==> config.mk <==
export PLATFORM = sky130hd
export DESIGN_NAME = tick_gen
export DESIGN_NICKNAME = d
export VERILOG_FILES = /design/src/rtl/tick_gen.sv
export SDC_FILE = /design/constraint.sdc
export NUM_CORES = 1
export LEC_CHECK = 0
export BUFFER_PORTS_ARGS = -buffer_cell sky130_fd_sc_hd__buf_4
export CELL_PAD_IN_SITES_DETAIL_PLACEMENT = 1
export CELL_PAD_IN_SITES_GLOBAL_PLACEMENT = 1
export CORE_MARGIN = 4
export CORE_UTILIZATION = 35
export CTS_CLUSTER_SIZE = 16
export DETAILED_ROUTE_END_ITERATION = 7
export GPL_TIMING_DRIVEN = 0
export PLACE_DENSITY_LB_ADDON = 0.1
export SLEW_MARGIN = 20
export SYNTH_ARGS = -nofsm -noshare
export SYNTH_HDL_FRONTEND = slang
export SYNTH_SLANG_ARGS = --single-unit
==> constraint.sdc <==
create_clock -name clk -period 5.11 [get_ports clk]
set_input_delay 1.022 -clock clk [delete_from_list [all_inputs] [get_ports clk]]
set_output_delay 1.022 -clock clk [all_outputs]
set_load 0.02 [all_outputs]
==> src/rtl/tick_gen.sv <==
// tick_gen: multi-channel clock divider with run, single-step and burst control.
// All channels share one enable; channel 0 paces step and burst operations.
module tick_gen #(
  parameter int NCH   = 4,
  parameter int CNT_W = 16
) (
  input  logic               clk,
  input  logic               rst_n,
  input  logic               go,
  input  logic               step,
  input  logic [1:0]         mode,
  input  logic [NCH*CNT_W-1:0] div,
  input  logic [CNT_W-1:0]   burst_len,
  output logic [NCH-1:0]     clk_out,
  output logic [NCH-1:0]     tick,
  output logic               busy,
  output logic               burst_done
);

  typedef enum logic [1:0] {
    M_STOP  = 2'b00,
    M_RUN   = 2'b01,
    M_STEP  = 2'b10,
    M_BURST = 2'b11
  } mode_e;

  typedef enum logic [1:0] {
    S_IDLE  = 2'b00,
    S_STEP  = 2'b01,
    S_BURST = 2'b10
  } state_e;

  localparam logic [CNT_W-1:0] ONE = CNT_W'(1);

  mode_e            w_mode;
  state_e           r_state;
  logic [CNT_W-1:0] r_cnt [NCH];
  logic [CNT_W-1:0] w_div [NCH];
  logic [NCH-1:0]   w_wrap;
  logic [NCH-1:0]   r_clk_out;
  logic [NCH-1:0]   r_tick;
  logic [CNT_W-1:0] r_rem;
  logic             r_step_q;
  logic             r_go_q;
  logic             r_done;
  logic             w_step_rise;
  logic             w_go_rise;
  logic             w_busy;
  logic             w_abort;
  logic             w_en;
  logic             w_rise0;

  assign w_mode      = mode_e'(mode);
  assign w_step_rise = step & ~r_step_q;
  assign w_go_rise   = go & ~r_go_q;
  assign w_busy      = (r_state != S_IDLE);

  // A wrap uses >= so a divide value lowered below the count
  // still wraps on the next enabled cycle instead of overflowing.
  for (genvar k = 0; k < NCH; k++) begin : g_ch
    assign w_div[k]  = div[k*CNT_W +: CNT_W];
    assign w_wrap[k] = (r_cnt[k] >= w_div[k]);
  end

  // Leaving the mode that started an operation aborts it.
  always_comb begin
    w_abort = 1'b0;
    unique case (r_state)
      S_STEP:  w_abort = (w_mode != M_STEP);
      S_BURST: w_abort = (w_mode != M_BURST);
      default: w_abort = 1'b0;
    endcase
  end

  // Common enable; an aborting cycle holds every channel.
  always_comb begin
    w_en = 1'b0;
    unique case (w_mode)
      M_STOP:  w_en = 1'b0;
      M_RUN:   w_en = go;
      M_STEP,
      M_BURST: w_en = w_busy & ~w_abort;
    endcase
  end

  assign w_rise0 = w_en & w_wrap[0] & ~r_clk_out[0];

  // Per-channel counters, divided clocks and rising-edge ticks.
  always_ff @(posedge clk) begin
    if (!rst_n) begin
      for (int k = 0; k < NCH; k++) begin
        r_cnt[k] <= '0;
      end
      r_clk_out <= '0;
      r_tick    <= '0;
    end else begin
      r_tick <= '0;
      if (w_en) begin
        for (int k = 0; k < NCH; k++) begin
          if (w_wrap[k]) begin
            r_cnt[k]     <= '0;
            r_clk_out[k] <= ~r_clk_out[k];
            r_tick[k]    <= ~r_clk_out[k];
          end else begin
            r_cnt[k] <= r_cnt[k] + ONE;
          end
        end
      end
    end
  end

  // Step/burst control FSM with edge detectors and burst counter.
  always_ff @(posedge clk) begin
    if (!rst_n) begin
      r_state  <= S_IDLE;
      r_rem    <= '0;
      r_done   <= 1'b0;
      r_step_q <= 1'b0;
      r_go_q   <= 1'b0;
    end else begin
      r_step_q <= step;
      r_go_q   <= go;
      r_done   <= 1'b0;
      unique case (r_state)
        S_IDLE: begin
          if (w_mode == M_STEP && w_step_rise) begin
            r_state <= S_STEP;
          end else if (w_mode == M_BURST && w_go_rise) begin
            if (burst_len == '0) begin
              r_done <= 1'b1;
            end else begin
              r_rem   <= burst_len;
              r_state <= S_BURST;
            end
          end
        end
        S_STEP: begin
          if (w_abort || w_rise0) begin
            r_state <= S_IDLE;
          end
        end
        S_BURST: begin
          if (w_abort) begin
            r_state <= S_IDLE;
            r_rem   <= '0;
          end else if (w_rise0) begin
            r_rem <= r_rem - ONE;
            if (r_rem == ONE) begin
              r_state <= S_IDLE;
              r_done  <= 1'b1;
            end
          end
        end
        default: r_state <= S_IDLE;
      endcase
    end
  end

  assign clk_out    = r_clk_out;
  assign tick       = r_tick;
  assign busy       = w_busy;
  assign burst_done = r_done;

endmodule

== Word-level counts from Yosys, hierarchy flattened ==
Memories as Yosys holds them, arrays and structs flattened.
Cells that the tools add are included.

* Add/subtract/negate cells: 5
* $lt $le $gt $ge: 4
* Equality and inequality tests: 16
* Multiplexer cells: 64
* Bitwise logic cells: 20
* Reduce and logical (&&, ||, !) cells: 19

{| class="wikitable"
|+ Operators by type and width
! operator !! count
|-
| $mux 16 || 13
|-
| $add 16x1->16 const B || 4
|-
| $ge 16x16->1 || 4
|-
| $mux 1 || 39
|-
| $pmux 16 s2 || 1
|-
| $eq 16x1->1 const B || 1
|-
| $logic_not 16->1 || 1
|-
| $sub 16x1->16 const B || 1
|-
| $mux 2 || 7
|-
| $ne 2x2->1 const B || 6
|-
| $ne 3x3->1 const B || 4
|-
| $reduce_and 3->1 || 4
|-
| $reduce_and 5->1 || 2
|-
| $or 1x1->1 || 8
|-
| $reduce_and 2->1 || 4
|-
| $not 1->1 || 7
|-
| $eq 2x2->1 const B || 3
|-
| $pmux 2 s3 || 1
|-
| $and 1x1->1 || 5
|-
| $eq 2x1->1 const B || 2
|-
| $logic_not 2->1 || 2
|-
| $pmux 1 s2 || 2
|-
| $reduce_bool 2->1 || 2
|-
| $pmux 1 s3 || 1
|-
| 3 further kinds || 4
|}

* Flip-flop bits (word level): 29
* Memory bits (writable): 64
* Input port bits: 86
* Output and inout bits: 10
* Word-level logic and storage cells: 142
* Memories kept: 1

{| class="wikitable"
|+ Memory list
! memory !! depth !! bits a word !! read ports !! clocked after Yosys merged registers in !! write ports !! line !! RTL
|-
| r_cnt || 4 || 16 || 4 || 0 || 4 || 37 || <nowiki>logic [CNT_W-1:0] r_cnt [NCH];</nowiki>
|}

== Depth between registers and ports, before layout ==
Gate-level depths: netlist of run 1.

* Word-level depth: 10
* Depth in mapped cells: 11
* Mapped depth without buffers: 8

== Worst setup path before layout of run 1 ==
Ideal clock, no wire load.

* Path type: input to register
* Start point: input div[13]
* End point: register r_rem[4]
* Setup time: 0.075 ns
* Data arrival time: 3.111 ns
* Data required time: 5.035 ns
* Setup slack: 1.924 ns
* Cell stages on the path: 11
* Path buffers: 3
* Cell sequence: inv_1 > ha_1 > nand2_1 > nor4_2 > or4b_1 > and3_4 > buf_6 > o31a_1 > buf_6 > buf_6 > o22ai_1

* Word-level cells in the longest chain between the ends: 5

{| class="wikitable"
|+ Ends and longest elaborated chain
! item !! line !! RTL
|-
| start: declaration || 12 || <nowiki>input logic [NCH*CNT_W-1:0] div,</nowiki>
|-
| $ge 16x16->1 || 62 || <nowiki>assign w_wrap[k] = (r_cnt[k] >= w_div[k]);</nowiki>
|-
| $and 1x1->1 (2 in series) || 86 || <nowiki>assign w_rise0 = w_en & w_wrap[0] & ~r_clk_out[0];</nowiki>
|-
| $ne 3x3->1 (no source line) || - ||
|-
| $reduce_and 5->1 (no source line) || - ||
|-
| end signal: assignment || 132 || <nowiki>r_rem <= burst_len;</nowiki>
|-
| end signal: assignment || 147 || <nowiki>r_rem <= r_rem - ONE;</nowiki>
|-
| end: declaration || 42 || <nowiki>logic [CNT_W-1:0] r_rem;</nowiki>
|}

Every way passes these cells.
A chain may end at the register's enable or synchronous reset.

==> results of run 1 <==
-- metal layers --
layer	share of wire	wire length (um)
met3	0.033	599
met1	0.46	8270
met4	0.014	257
met2	0.50	9010
met5	0	0
-- final timing paths --
kind | start | endpoint | slack, ps
max | div[15] | r_cnt[0][6]$_SDFFCE_PN0P_ | 1790
min | clk_out[2]$_SDFFE_PN0P_ | tick[2]$_SDFF_PN0_ | 480
max reg2reg | r_cnt[0][15]$_SDFFCE_PN0P_ | r_cnt[0][6]$_SDFFCE_PN0P_ | 2100
min reg2reg | clk_out[2]$_SDFFE_PN0P_ | tick[2]$_SDFF_PN0_ | 480
-- flip-flops by register name, indices dropped and copies added (netlist names) --
signal      count
tick            4
burst_done      1
r_go_q          1
r_step_q        1
r_state         2
clk_out         4
r_rem          16
r_cnt          64
-- cell usage after synthesis, types with 3 or more instances --
library cell / count / area [um^2]
nor2_1: 99 / 372
inv_1: 80 / 300
ha_1: 73 / 913
nand2_1: 72 / 270
edfxtp_1: 64 / 1920
nand3_1: 32 / 160
dfxtp_1: 29 / 581
xnor2_1: 29 / 254
xor2_1: 28 / 245
a21oi_1: 17 / 85.1
and3_1: 17 / 106
clkbuf_1: 16 / 60.1
nand4_1: 16 / 100
o21ai_0: 13 / 65.1
nor4_1: 11 / 68.8
a21o_1: 10 / 75.1
nor3_1: 10 / 50.1
o211ai_1: 9 / 67.6
mux2i_1: 8 / 80.1
and2_1: 7 / 43.8
nand2b_1: 7 / 43.8
o21a_1: 7 / 52.6
o21ai_1: 7 / 35.0
a22o_1: 6 / 52.6
nor2b_1: 6 / 37.5
o2bb2ai_1: 6 / 52.6
a211o_1: 3 / 26.3
buf_6: 3 / 33.8
o22ai_1: 3 / 18.8
or3_1: 3 / 18.8
-- cells by family after synthesis --
kind of cell / count (synthesis) / share of synthesized area
buffers and inverters: 99 / 0.0597
DFF: 93 / 0.379
adders and majority gates: 73 / 0.138
muxes: 8 / 0.0121
and+or+nand+nor: 298 / 0.216
xor gates and xnor gates: 57 / 0.0757
AOI/OAI and AO/OA: 110 / 0.119
-- stage by stage --
stage	hold WS, ps	cells	setup WS [ps]	cell area (um^2)
after global routing	513	1078	1610	7890
after CTS	490	1078	1770	7890
after floorplan	446	738	1920	6600
final	485	1078	1790	7890
after global placement	466	1062	858	7600
after detailed placement	477	1062	1400	7600
-- layout make-up --
type                       count  area share
clock buffer                  11      0.0295
sequential                    93       0.317
buffer                        19      0.0119
multi-input combinational    546       0.470
timing repair buffer          95      0.0904
inverter                      80      0.0381
tap                          229      0.0363
clock inverter                 5     0.00682
-- report_power, final --
group | internal [W] | leakage (nW) | total, W | switching (W)
Clock | 0.000378 | 0.133 | 0.000669 | 0.000291
Sequential | 0.000957 | 0.914 | 0.00111 | 0.000150
Combinational | 0.000407 | 2.45 | 0.000994 | 0.000588
Total | 0.00174 | 3.50 | 0.00277 | 0.00103
-- critical path, stage by stage --
cell	delay, ps
buf_4	80
inv_1	30
ha_1	290
nand2_1	100
nor4_2	380
or4b_1	510
and3_4	200
buf_6	120
nand2_1	170
clkbuf_1	400
nor2_1	100
==> run metrics, run 1 <==
number of enable flip-flop cells after synthesis=64; CTS buffer count=9; crit start category=primary input; first-pass GRT wire length=30900 um; most common library cell in the layout ignoring fill and taps=nor2_1; synthesized netlist cell count=approximately 740; count of buffers inserted at the top-level ports=95; number of standard-cell rows in the floorplan=49; CTS tree=done; via count of the routed design=5681; status=finished clean; Post-DRT Antenna Nets=0; most frequent cells in the layout=nor2_1 (99), buf_4 (95), inv_1 (80); clock sink count=93; detailed-route wire length per cell=16.8 um; Fin. Hold Viols=0; Initial Util=0.361; total half-perimeter wirelength after legalization and detailed placement=around 14000 um; clock latency of the later-clocked register in the worst-skew pair=roughly 340 ps; post-synthesis to final-layout area growth=19.6%; Total Negative Setup Slacks=0 ps; PwrDens=around 350 nW/um^2; maximum clock path buffer count=2; area taken by flip-flops and latches=approximately 2500 um^2; period utilisation layout=0.649; routability-driven placement congestion ratio=0.840; total number of nets in the final design=~1000; unrepaired setup endpoints after global routing=false; final period demand of the worst path=3320 ps; vias in the first global route=6289; Final Routed Wirelength=~18000 um; Clk pin slew, worst setup/hold paths=70 ps; sequential element share of the synthesized area=0.379; register bit count reported by yosys=93; number of diodes added for antenna fixing=0; worst-margin pin slew=905 ps; fin. max-slew vios=0; DIE HEIGHT=approximately 150 um; min-delay worst type=reg -> reg; depth of the CTS H-tree=3; utilization of the core after routing=0.432; fraction of synthesis flops using an asynchronous set or reset pin=0; maximum number of pins on one net before global-route repair=49; critical-path maximum fanout=10; number of gates resized after CTS=0; Horiz. Die Dim=145 um; Mapped Avg Cell Area=8.94 um^2; total power consumption of the routed design=0.00277 W; netlist area before placement=between 6000 and 7000 um^2; net count after synthesis=897; highest ir drop seen on vdd=a little under 0.2 mV; met3 GRT Util=0.0253; timing-limited maximum frequency=301 MHz; Post-CTS Setup Repair Bufs=0; CP endpoint kind=flop; setup-violating endpoint count in the final report=0; final worst clock skew=between 8 and 9 ps; Arrival @ worst endpoint=3400 ps; class of the most critical setup path=in -> reg; GR peak layer=met2; ports placed on the boundary=96; hold bufs inserted after CTS=0; antenna violations before repair=0; grt total ovfl=0; Synth Warn #=0; placeable core region=18300 um^2; CTS root buffer=clkbuf_16; floorplan die area=21100 um^2; number of cells on the worst hold path=1; GRT Util Overall=0.174; met2 usage=0.309; vias per std cell=5.27; max-cap viol count=0; ys flop type=edfxtp_1; DR pass1 iterations=4; relative max-transition margin=0.396; # fillers=2182; area occupied by multi-input gates=about 3700 um^2; number of distinct standard cells referenced by the synthesized netlist=66; initial detailed-routing violation count=322; fraction of layout cells with a size suffix above 1=0.139; met1 usage=0.223; Leakage=3.50 nW; required time reported for the critical path endpoint=5200 ps; depth of the worst register-to-register path=9; residual DRC count=0
No activity file was read; power rests on OpenSTA's default activity.
==> run 2: changes to the inputs <==
==> constraint.sdc (replaced) <==
create_clock -name clk -period 3.1 [get_ports clk]
set_input_delay 0.62 -clock clk [delete_from_list [all_inputs] [get_ports clk]]
set_output_delay 0.62 -clock clk [all_outputs]
set_load 0.02 [all_outputs]
==> run 2 against run 1 <==
Via count grew 0.16%. Routed wire length grew 0.34%. Sequential share of layout area is essentially flat. Sequential power grew 65%. Sequential cell count did not move. Non-clock buffer count shrank 1. Clock power up 64%. Cell area barely moved.
==> run metrics, run 2 (synthesis gave the netlist of run 1 again) <==
ports placed on the boundary=96; unrepaired setup endpoints after global routing=false; maximum clock path buffer count=2; vias per std cell=5.28; vias in the first global route=6289; grt total ovfl=0; Arrival @ worst endpoint=roughly 3100 ps; clock sink count=93; cell with the largest stage delay on the worst path=or4b_1; CTS tree=done; timing-limited maximum frequency=between 300 and 400 MHz; crit path buf inv count=2; depth of the CTS H-tree=3; initial detailed-routing violation count=318; crit start category=flop; number of diodes added for antenna fixing=0; placed cells=1062; Leakage=3.50 nW; Horiz. Die Dim=145 um; routability-driven placement congestion ratio=0.840; Fin. Hold Viols=0; DIE HEIGHT=145 um; flip-flop count of the largest register, all copies and words added=64; fin. max-slew vios=0; # fillers=2180; kind of cell adding the most delay to the critical path=simple AND/OR/NAND/NOR gates; first-pass GRT wire length=30900 um; total number of nets in the final design=1002; GRT Util Overall=0.174; list of cells traversed by the critical path=ha_1 -> nand2_1 -> nor4_2 -> or4b_1 -> and3_4 -> buf_6 -> clkbuf_1 -> nor4_1 -> o22ai_1; residual DRC count=0; CTS root buffer=clkbuf_16; maximum number of pins on one net before global-route repair=49; CP endpoint kind=flop; worst-margin pin slew=around 930 ps; DR pass1 iterations=4; Final Routed Wirelength=18200 um; detailed-route wire length per cell=16.9 um; required time reported for the critical path endpoint=around 3300 ps; highest ir drop seen on vdd=about 0.33 mV; leading registers by flop count=r_cnt (64), r_rem (16); number of standard-cell rows in the floorplan=49; status=finished clean; Initial Util=0.361; via count of the routed design=5690; Clk pin slew, worst setup/hold paths=70 ps; area of all placed cells without fillers=7890 um^2; post-synthesis to final-layout area growth=19.6%; PwrDens=just under 600 nW/um^2; placed inst area=7600 um^2; max-cap viol count=0; placeable core region=18300 um^2; most frequent cells in the layout=nor2_1 (99), buf_4 (95), inv_1 (80); floorplan die area=21100 um^2; setup-violating endpoint count in the final report=0; final period demand of the worst path=2930 ps; period utilisation layout=0.944; total half-perimeter wirelength after legalization and detailed placement=14300 um; slowest stage delay, CP=510 ps; CTS buffer count=9; Post-DRT Antenna Nets=0; class of the most critical setup path=reg -> reg; utilization of the core after routing=0.432; fraction of layout cells with a size suffix above 1=0.140; antenna violations before repair=0; clock latency of the later-clocked register in the worst-skew pair=340 ps; final worst clock skew=9.16 ps; critical-path maximum fanout=10; count of buffers inserted at the top-level ports=95; post-route non-filler standard cell count=1077; min-delay worst type=reg -> reg; register bank with the most flops=r_cnt; relative max-transition margin=0.377; most common library cell in the layout ignoring fill and taps=nor2_1
==> run 2: changes by cell type in the layout (fill, tap and decap cells not counted) <==
cell / change
nand3_1: -1
nand3_2: +1
clkbuf_1: -1
==> run 2: metrics by stage <==
step | total power [W] | setup WS [ps] | hold slack [ps] | TNS (ps)
after floorplan | 0.00290 | 316 | 446 | 0
after global placement | 0.00341 | -750 | 466 | -37590
after global routing | 0.00491 | 4.44 | 503 | 0
after detailed placement | 0.00350 | -211 | 477 | -3110
final | 0.00457 | 174 | 485 | 0
after CTS | 0.00462 | 40.1 | 485 | 0
==> run 2: final cells by class <==
cell class / instances / area, um^2 / area share
Multi-Input combinational cell: 546 / 3710 / 0.470
Timing Repair Buffer: 95 / 713 / 0.0904
Buffer: 18 / 90.1 / 0.0114
Clock buffer: 11 / 233 / 0.0295
Tap cell: 229 / 287 / 0.0363
Sequential cell: 93 / 2500 / 0.317
Clock inverter: 5 / 53.8 / 0.00682
Inverter: 80 / 300 / 0.0381
==> run 2: repair_timing <==
| item | 4_1_cts | 5_1_grt |
|---|---|---|
| buffers inserted | 0 | 0 |
| endpoints found under the setup margin | 0 | 20 |
| endpoints found under the hold margin | 0 | 0 |
| hold buffers | 0 | 0 |
| gates resized for setup | 0 | 1 |
==> run 2: power by group <==
part	internal, W	switching [W]	leakage, nW	total (W)
Sequential	0.00158	0.000248	0.914	0.00183
Combinational	0.000671	0.000972	2.45	0.00164
Clock	0.000623	0.000479	0.133	0.00110
==> run 2: path summary, 6_finish.rpt <==
kind	startpoint	endpoint	slack, ps	cells past startpoint
worst min-delay path	clk_out[2]$_SDFFE_PN0P_	tick[2]$_SDFF_PN0_	480	1
worst max register to register	r_cnt[0][15]$_SDFFCE_PN0P_	r_rem[4]$_SDFFE_PN0P_	170	9
worst max-delay path	r_cnt[0][15]$_SDFFCE_PN0P_	r_rem[4]$_SDFFE_PN0P_	170	9
worst min register to register	clk_out[2]$_SDFFE_PN0P_	tick[2]$_SDFF_PN0_	480	1
==> run 2: per-layer routing <==
metal  global-route usage  vias to the layer above  routed length (um)
met2                0.309                       93                9010
met4               0.0480                        0                 235
met1                0.223                     2769                8320
met3               0.0253                       17                 635
li1                     -                     2811                   -
met5                    0                        -                   0
==> run 3: changes to the inputs <==
--- a/config.mk
+++ b/config.mk
@@ -9,7 +9,7 @@
 export CELL_PAD_IN_SITES_DETAIL_PLACEMENT = 1
 export CELL_PAD_IN_SITES_GLOBAL_PLACEMENT = 1
 export CORE_MARGIN = 4
-export CORE_UTILIZATION = 35
+export CORE_UTILIZATION = 40
 export CTS_CLUSTER_SIZE = 16
 export DETAILED_ROUTE_END_ITERATION = 7
 export GPL_TIMING_DRIVEN = 0
==> run 3 against run 2 <==
Non-clock buffer count increased by 1. Global-route usage rose by 2.3 points. Count of clock-buffer cells in the layout up 1. Highest routed layer unchanged. Critical endpoint unchanged. Combinational power hardly changed. Power is 1.5% higher. Sequential share of layout area down 0.075 points. Register-to-register slack improved by 70 ps. Clock skew rose by 3.0 ps. Die area decreased by 12%. Cell area grew 0.24%.
==> run metrics, run 3 (synthesis gave the netlist of run 1 again) <==
status=finished clean; area taken by flip-flops and latches=2500 um^2; most common library cell in the layout ignoring fill and taps=nor2_1; relative max-transition margin=0.411; unrepaired setup endpoints after global routing=false; worst setup path startpoint=r_cnt[0][13]$_SDFFCE_PN0P_; residual DRC count=0; clock latency of the later-clocked register in the worst-skew pair=350 ps; highest ir drop seen on vdd=0.313 mV; Post-DRT Antenna Nets=0; combinational power share=0.356; Horiz. Die Dim=between 100 and 150 um; placeable core region=~16000 um^2; crit start category=flop; Fin. Hold Viols=0; Arrival @ worst endpoint=3090 ps; number of gates resized after CTS=0; timing-limited maximum frequency=approximately 350 MHz; maximum clock path buffer count=2; clock sink count=93; Total Negative Setup Slacks=0 ps; Initial Util=0.412; grt total ovfl=0; fin. max-slew vios=0; final worst clock skew=between 10 and 15 ps; PwrDens=587 nW/um^2; hold wc startpoint=r_rem[9]$_SDFFE_PN0P_; initial detailed-routing violation count=290; number of diodes added for antenna fixing=0; CTS root buffer=clkbuf_16; required time reported for the critical path endpoint=approximately 3300 ps; first-pass GRT wire length=29500 um; floorplan die area=18600 um^2; total number of nets in the final design=1003; vias in the first global route=6107; total power consumption of the routed design=roughly 0.0046 W; DIE HEIGHT=136 um; routability-driven placement congestion ratio=0.852; max-cap viol count=0; maximum number of pins on one net before global-route repair=32; post-route non-filler standard cell count=1065; critical-path maximum fanout=10; number of standard-cell rows in the floorplan=46; hold bufs inserted after CTS=0; Post-CTS Setup Repair Bufs=0; DR pass1 iterations=4; switching power summed over all nets=0.00171 W; ports placed on the boundary=96; Leakage=3.52 nW; # fillers=1930; final period demand of the worst path=roughly 2900 ps; Internal Dissipation=0.00293 W; GRT Util Overall=0.197; detailed-route wire length per cell=16.7 um; count of buffers inserted at the top-level ports=95; fraction of layout cells with a size suffix above 1=0.143; CTS tree=done; min-delay worst type=reg -> reg; placed cells=~1100; FF-to-FF Start=r_cnt[0][13]$_SDFFCE_PN0P_; list of cells traversed by the critical path=ha_1 -> nand2_1 -> nor4_2 -> or4b_1 -> and3_4 -> buf_6 -> clkbuf_1 -> nor4_1 -> o22ai_1; setup-violating endpoint count in the final report=0; CTS buffer count=9; Clk pin slew, worst setup/hold paths=70 ps; period utilisation layout=0.923; clock power share=0.253; via count of the routed design=approximately 5700; total half-perimeter wirelength after legalization and detailed placement=13900 um; CP endpoint kind=flop; worst-margin pin slew=881 ps; post-synthesis to final-layout area growth=19.9%; depth of the CTS H-tree=3; most frequent cells in the layout=nor2_1 (99), buf_4 (95), inv_1 (80); vias per std cell=5.33; Seq pwr share=0.391; antenna violations before repair=0; Final Routed Wirelength=17700 um; slowest stage delay, CP=500 ps; register bank with the most flops=r_cnt; flip-flop count of the largest register, all copies and words added=64; Switching Share=0.369; area occupied by multi-input gates=3700 um^2; worst hold margin=479 ps; class of the most critical setup path=reg -> reg; leading registers by flop count=r_cnt (64), r_rem (16); cell with the largest stage delay on the worst path=or4b_1
run 3: cell count changes in the layout (fill, tap and decap cells not counted), sizes merged:
cell      delta
clkinvlp     -1
inv          +1
clkbuf       +1
buf          +1
clkinv       -1
run 3: final timing paths:
check        slack (ps)                    end  depth (start not counted)
min                 480  r_rem[9]$_SDFFE_PN0P_                          2
min reg2reg         480  r_rem[9]$_SDFFE_PN0P_                          2
max reg2reg         240  r_rem[4]$_SDFFE_PN0P_                          9
max                 240  r_rem[4]$_SDFFE_PN0P_                          9
run 3: routing by layer:
layer	share of wire	GRT usage	up-vias
li1	-	-	2808
met1	0.44	0.248	2752
met2	0.50	0.349	96
met3	0.040	0.0278	17
met4	0.016	0.0644	0
met5	0	0	-
run 3: stage by stage:
step	util	area (um^2)	setup slack [ps]
after floorplan	-	6600	316
after global placement	0.474	7580	-717
after detailed placement	0.475	7600	-179
after CTS	0.495	7910	59.2
after global routing	0.494	7910	13.2
final	0.494	7910	240
run 3: critical path, delay by kind of cell, from the launching register on:
kind / cells / cell delay (ps)
compound gates: 1 / 120
fa+ha+maj: 1 / 320
buf+inv: 2 / 360
flops: 1 / 440
simple gates: 5 / 1480
run 3: power by group through the flow:
stage                     combinational [W]  sequential, W  clock [W]
after floorplan                     0.00112        0.00178          0
after global placement              0.00156        0.00183          0
after detailed placement            0.00165        0.00184          0
after CTS                           0.00167        0.00182    0.00119
after global routing                0.00186        0.00186    0.00125
final                               0.00165        0.00181    0.00117
run 3: layout make-up:
type,count,share of cell area
clock inverter,4,0.00696
timing repair buffer,96,0.0927
sequential,93,0.316
clock buffer,12,0.0324
multi-input combinational,546,0.468
inverter,80,0.0380
tap,216,0.0342
buffer,18,0.0114
